## src/rtl/load_unit.sv

```systemverilog
// Byte-serial load unit: fetches 1/2/4 bytes from a byte-wide memory with a
// one-cycle read latency and returns the sign/zero-extended little-endian result.
module load_unit #(
  parameter int unsigned ADDR_W = 32
) (
  input  logic              clk,
  input  logic              reset_n,
  input  logic              start,
  input  logic [ADDR_W-1:0] addr,
  input  logic [2:0]        funct3,
  output logic              busy,
  output logic              done,
  output logic [31:0]       rdata,
  output logic              err,
  output logic              mem_rd,
  output logic [ADDR_W-1:0] mem_addr,
  input  logic [7:0]        mem_rdata
);

  typedef enum logic [2:0] {
    S_IDLE  = 3'd0,
    S_ISSUE = 3'd1,
    S_DRAIN = 3'd2,
    S_DONE  = 3'd3,
    S_ERR   = 3'd4
  } state_t;

  state_t            state, state_nx;
  logic [ADDR_W-1:0] base, base_nx;
  logic [2:0]        f3, f3_nx;
  logic [1:0]        cnt, cnt_nx;
  logic [1:0]        last_idx;
  logic              cap_en;
  logic [1:0]        cap_lane;
  logic [3:0][7:0]   lanes, lanes_nx;

  logic              busy_nx, done_nx, err_nx, mem_rd_nx;
  logic [ADDR_W-1:0] mem_addr_nx;
  logic [31:0]       rdata_nx;

  function automatic logic legal_req(input logic [2:0] f, input logic [1:0] a);
    case (f)
      3'b000, 3'b100: legal_req = 1'b1;
      3'b001, 3'b101: legal_req = ~a[0];
      3'b010:         legal_req = (a == 2'b00);
      default:        legal_req = 1'b0;
    endcase
  endfunction

  function automatic logic [31:0] extend(input logic [2:0] f, input logic [3:0][7:0] b);
    case (f)
      3'b000:  extend = {{24{b[0][7]}}, b[0]};
      3'b100:  extend = {24'd0, b[0]};
      3'b001:  extend = {{16{b[1][7]}}, b[1], b[0]};
      3'b101:  extend = {16'd0, b[1], b[0]};
      default: extend = {b[3], b[2], b[1], b[0]};
    endcase
  endfunction

  // Index of the final byte issued for the registered load type
  always_comb begin
    last_idx = 2'd0;
    case (f3[1:0])
      2'b01:   last_idx = 2'd1;
      2'b10:   last_idx = 2'd3;
      default: last_idx = 2'd0;
    endcase
  end

  // State and datapath registers
  always_ff @(posedge clk or negedge reset_n) begin
    if (!reset_n) begin
      state    <= S_IDLE;
      base     <= '0;
      f3       <= '0;
      cnt      <= '0;
      cap_en   <= 1'b0;
      cap_lane <= '0;
      lanes    <= '0;
      busy     <= 1'b0;
      done     <= 1'b0;
      err      <= 1'b0;
      mem_rd   <= 1'b0;
      mem_addr <= '0;
      rdata    <= '0;
    end else begin
      state    <= state_nx;
      base     <= base_nx;
      f3       <= f3_nx;
      cnt      <= cnt_nx;
      cap_en   <= (state == S_ISSUE);
      cap_lane <= cnt;
      lanes    <= lanes_nx;
      busy     <= busy_nx;
      done     <= done_nx;
      err      <= err_nx;
      mem_rd   <= mem_rd_nx;
      mem_addr <= mem_addr_nx;
      rdata    <= rdata_nx;
    end
  end

  // Next state; start is only honoured in IDLE and DONE
  always_comb begin
    state_nx = state;
    base_nx  = base;
    f3_nx    = f3;
    cnt_nx   = cnt;
    case (state)
      S_IDLE, S_DONE: begin
        state_nx = S_IDLE;
        if (start) begin
          base_nx  = addr;
          f3_nx    = funct3;
          cnt_nx   = 2'd0;
          state_nx = legal_req(funct3, addr[1:0]) ? S_ISSUE : S_ERR;
        end
      end
      S_ISSUE: begin
        if (cnt == last_idx) state_nx = S_DRAIN;
        else                 cnt_nx   = cnt + 2'd1;
      end
      S_DRAIN: state_nx = S_DONE;
      S_ERR:   state_nx = S_IDLE;
      default: state_nx = S_IDLE;
    endcase
  end

  // Outputs are registered from the upcoming state; the byte returned this
  // cycle is merged so the final lane is visible in the DONE cycle's rdata.
  always_comb begin
    lanes_nx = lanes;
    if (cap_en) lanes_nx[cap_lane] = mem_rdata;
    busy_nx     = (state_nx == S_ISSUE) || (state_nx == S_DRAIN) || (state_nx == S_ERR);
    done_nx     = (state_nx == S_DONE);
    err_nx      = (state_nx == S_ERR);
    mem_rd_nx   = (state_nx == S_ISSUE);
    mem_addr_nx = mem_rd_nx ? base_nx + ADDR_W'(cnt_nx) : '0;
    rdata_nx    = (state_nx == S_DONE) ? extend(f3, lanes_nx) : rdata;
  end

endmodule
```

## config.mk

```make
export PLATFORM = sky130hd
export DESIGN_NAME = load_unit
export DESIGN_NICKNAME = d
export VERILOG_FILES = /design/src/rtl/load_unit.sv
export SDC_FILE = /design/constraint.sdc
export NUM_CORES = 1
export LEC_CHECK = 0
export CAP_MARGIN = 40
export CORE_ASPECT_RATIO = 1.5
export CORE_MARGIN = 4
export CORE_UTILIZATION = 40
export DETAILED_ROUTE_END_ITERATION = 8
export RECOVER_POWER = 25
export SYNTH_ARGS = -nofsm -noshare
export SYNTH_HDL_FRONTEND = slang
export SYNTH_SLANG_ARGS = --single-unit
```

## constraint.sdc

```tcl
create_clock -name clk -period 8.9 [get_ports clk]
set_input_delay 1.335 -clock clk [delete_from_list [all_inputs] [get_ports clk]]
set_output_delay 1.335 -clock clk [all_outputs]
set_load 0.03 [all_outputs]
```

-- Word-level counts from Yosys, hierarchy flattened
Index checks and enable logic that the tools add are counted.
- register bits after elaboration: 143
- input port bits: 46
- output and inout port bits: 68
- word-level logic and storage cells: 68
- add/sub/neg operators: 2
- order comparisons: 2
- equal/unequal tests: 17
- muxes and demuxes: 19
- bitwise logic cells: 1
- reductions and logical operators: 11
- operator list (kind ; count):
    32-bit 2-to-1 mux ; 4
    32-bit case mux with 4 select lines ; 1
    32-bit by 2-bit adder with 32-bit output ; 1
    32-bit bitwise mux ; 1
    8-bit demux with 2-bit select ; 1
    3-bit by 2-bit == test with 1-bit output (second input constant) ; 5
    3-bit == test (second input constant) ; 5
    3-bit by 1-bit == test with 1-bit output (second input constant) ; 4
    3-bit zero test ; 3
    3-bit 2-to-1 mux ; 3
    3-bit case mux with 3 select lines ; 1
    8-bit 2-to-1 mux ; 1
    2-bit case mux with 2 select lines ; 2
    2-bit OR reduction ; 3
    2-bit 2-to-1 mux ; 2
    2-bit by 3-bit < comparator with 1-bit output (second input constant) ; 1
    1-bit case mux with 3 select lines ; 1
    2-bit by 1-bit adder with 2-bit output (second input constant) ; 1
    2-bit by 1-bit == test with 1-bit output (second input constant) ; 1
    2-bit == test ; 1
    2-bit == test (second input constant) ; 1
    2-bit by 1-bit greater-or-equal comparator with 1-bit output (second input constant) ; 1
    2-bit zero test ; 1
    1-bit logical OR ; 2
    other kinds (4) ; 5

-- Depth between registers and ports, before layout
- depth after elaboration: 11
- depth in mapped cells: 16
- depth with buffers taken out: 14

-- Worst setup path before layout
OpenSTA, ideal clock, no wires.
- path kind: input-to-reg
- start point: in start
- end point: reg mem_addr[30]
- library setup time: 0.132 ns
- arrival: 4.134 ns
- data required time: 8.768 ns
- slack: 4.634 ns
- stages: 15
- buffers on the path: 3
- cells stage by stage: nand2b_1 nor2_2 buf_2 clkbuf_1 nand2_1 nand2_1 ha_1 inv_1 fa_1 clkbuf_1 nor3_1 nand3_1 a2111oi_2 xnor2_1 nor2_1
- cells in the longest elaborated chain, start to end: 4
- RTL lines (what ; RTL line ; source):
    from (decl) ; 8 ; input logic start,
    32-bit 2-to-1 mux ; 112 ; if (start) begin
    32-bit 2-to-1 mux ; 109 ; case (state)
    named net base_nx[0] ; 29 ; logic [ADDR_W-1:0] base, base_nx;
    32-bit by 2-bit adder with 32-bit output ; 138 ; mem_addr_nx = mem_rd_nx ? base_nx + ADDR_W'(cnt_nx) : '0;
    32-bit 2-to-1 mux ; 138 ;
    named net mem_addr_nx[30] ; 38 ; logic [ADDR_W-1:0] mem_addr_nx;
    to (signal assigned) ; 98 ; mem_addr <= mem_addr_nx;
    to (decl) ; 16 ; output logic [ADDR_W-1:0] mem_addr,
The timed path passes the listed nets, and every way through them passes these cells.
A chain may end at the register's enable or synchronous reset.

-- Worst setup path in the final report
Same ends and word-level chain as after synthesis.

==> reports/metrics.cfg <==
[clock_tree]
post_cts_resize_count = 0
clkSinkCount = 143
hold_buffers = 0
cts_tree = yes
clock_path_buffers = 2
cts_htree_levels = 4
cts-root-buf = clkbuf_16
clock_latency_ns = 0.41
numCtsBuffers = 17
cts_setup_buffers = 0
path_clk_slew_ns = 0.06

[sta]
drv_slew = 130
setup_viol = 0
relSlewSlack_pct = -146
timing.final.crit_period_ns = 5.12
tns_ns = 0
skew_ns = 0.0106
worstMarginPinSlew_ns = 3.70
hold_viol = 0
period_share_pct = 57.5
rsz0062_at_grt = no
max_freq_ghz = 0.195

[layout]
fin_area_sq_um = 8500
finalNonFillerCells = 975
drive_gt1_share_pct = 12.6
area_delta_synth_final_pct = 28.1
fill_cells = 1506
nets = 808
n_antenna_cell = 0

[power_and_ir_drop]
cellInternalPower_mw = 1.97
p_switching_mw = 1.40
p_clk_share_pct = 19.4
leakage_nw = 3.55
pwr-share-comb_pct = 47.2
finalPower_mw = 3.37
pwr-share-seq_pct = 33.4
max-vdd-ir-drop_mv = 0.174
pwr_density_cell_nw_per_um2 = 397
swShare_pct = 41.5

[place]
place_area_sq_um = 7960
io_buffers = 113
dp_hpwl_mm = 12.6
dp.cells = 943
gp_congestion = 0.863

[logic_synthesis]
ys_types = 65
syn_inst = 645
synth-edff-count = 0
syn_nets = 697
ys_async_sr_fraction_pct = 100
synth_warnings = 0
yosys_register_bits = 143
ys_seq_area_share_pct = 53.9
syn_area_per_cell_sq_um = 10.3
netlist_area_sq_um = 6640
synth-main-ff-cell = dfrtp_1

[routing]
vias_per_cell = 5.41
ant_nets = 0
dr.pass1.iters = 5
vias = 5272
drt-initial-drc-count = 270
finalWirelength_mm = 17.4
drc = 0
routedWlPerCell_microns = 17.8

[floorplan]
core_area_sq_um = 16300
die_area_sq_um = 18800
ios = 114
die_x_microns = 113
rows = 57
fp.dieH_microns = 166
start_util_pct = 40.8

[critical_path]
endpoint_kind = register
path_class = in2reg
worstPathMaxFanout = 52
crit_required_ns = 9.20
worst_setup_path_start_kind = input pin
crit_arrival_ns = 5.42

[global_route]
track_usage_pct = 19.0
overflow = 0
antenna_found_initial = 0
grt_start_max_net_pins = 70
grt_pass1_vias = 5545
grt_first_pass_wirelength_mm = 28.4

[run_status]
violations = max-capacitance violations, max-slew violations
status = complete, but fails checks

[worst_hold_path]
hold_path_class = reg2reg

[job]
maxCapViolations = 2

## stage by stage
stage / setup slack, ns / util (%) / hold slack, ns
after global routing: 3.50 / 52.3 / 0.496
after CTS: 3.83 / 52.4 / 0.470
after global placement: 3.48 / 48.5 / 0.455
after detailed placement: 3.40 / 49.0 / 0.461
final: 3.78 / 52.3 / 0.475
after floorplan: 4.63 / - / 0.432
## power groups by stage
stage	sequential (mW)	clock (mW)	combinational [mW]
final	1.13	0.653	1.59
after global routing	1.16	0.702	1.74
after CTS	1.13	0.671	1.61
after detailed placement	1.14	0	1.60
after global placement	1.13	0	1.54
after floorplan	1.36	0	0.802
## placed cells by master (no fill, tap or decap), types with 13 or more instances in the layout
| master | instances |
|---|---|
| dfrtp_1 | 143 |
| mux2_2 | 39 |
| a21oi_1 | 70 |
| clkbuf_16 | 17 |
| nand3_1 | 25 |
| nand2_1 | 83 |
| nor3_1 | 13 |
| clkdlybuf4s50_1 | 107 |
| o21ai_0 | 14 |
| nor2_1 | 67 |
| xnor2_1 | 21 |
| inv_1 | 25 |
## layer usage
layer	track usage (%)	vias up	share of wire (%)
met5	0	-	0
met4	8.00	0	3.3
met3	4.12	40	4.3
met2	33.3	179	53
met1	22.2	2591	39
li1	-	2462	-
## worst paths after layout
kind                                         start                     end  slack (ns)  cells after the start
max in group asynchronous                  reset_n   cap_lane[0]$_DFF_PN0_        4.46                      3
worst max register to register  state[2]$_DFF_PN0_  mem_addr[30]$_DFF_PN0_        4.70                     13
worst min register to register    cnt[1]$_DFF_PN0_   cap_lane[1]$_DFF_PN0_        0.48                      0
min in group asynchronous                  reset_n   rdata[13]$_DFFE_PN0P_        2.19                      1
worst max-delay path                         start  mem_addr[30]$_DFF_PN0_        3.78                     14
worst min-delay path              cnt[1]$_DFF_PN0_   cap_lane[1]$_DFF_PN0_        0.48                      0
## cells in the mapped netlist (6+ instances only)
library cell  instances  area [sq um]
a21oi_1              70           350
buf_2                 6          30.0
clkbuf_1             13          48.8
dfrtp_1             143          3580
inv_1                25          93.8
mux2_2               39           439
mux2i_1              12           120
nand2_1              83           312
nand2b_1              6          37.5
nand3_1              25           125
nand4_1              12          75.1
nor2_1               67           251
nor3_1               14          70.1
o21ai_0              14          70.1
xnor2_1              21           184
## critical path, cell delays in order
cell	delay, ns
clkdlybuf4s50_1	0.52
nand2b_1	0.39
nor2_4	0.20
buf_4	0.49
nand2_1	0.11
nand2_1	0.11
ha_1	0.17
inv_1	0.06
fa_1	0.55
nor4bb_1	0.66
nand4_1	0.20
a2111oi_2	0.38
xnor2_1	0.16
nor2_1	0.05
## state kept, by name, indices dropped and copies added (netlist names)
| name | flops |
|---|---|
| busy | 1 |
| f3 | 3 |
| cap_en | 1 |
| lanes | 32 |
| err | 1 |
| mem_rd | 1 |
| cap_lane | 2 |
| cnt | 2 |
| done | 1 |
| rdata | 32 |
| mem_addr | 32 |
| state | 3 |
| base | 32 |
## kinds of logic (layout without fill, tap and decap cells)
kind of cell    after synthesis  in the layout  synth area share [%]
compound gates              120            120                  11.0
xor+xnor                     25             25                  3.58
fa+ha+maj                     7              7                  1.39
buf+inv                      54            178                  4.11
flops                       143            143                  53.9
mux                          51             51                  8.42
simple gates                245            245                  17.6
## cell type report
| type | instances | area [sq um] | area share [%] |
|---|---|---|---|
| tap | 206 | 258 | 3.03 |
| clock buffer | 20 | 467 | 5.49 |
| timing repair buffer | 121 | 1210 | 14.3 |
| multi-input combinational | 448 | 2810 | 33.0 |
| inverter | 25 | 93.8 | 1.10 |
| sequential | 143 | 3580 | 42.1 |
| clock inverter | 12 | 85.1 | 1.00 |
Power figures use the tool's default switching activity.
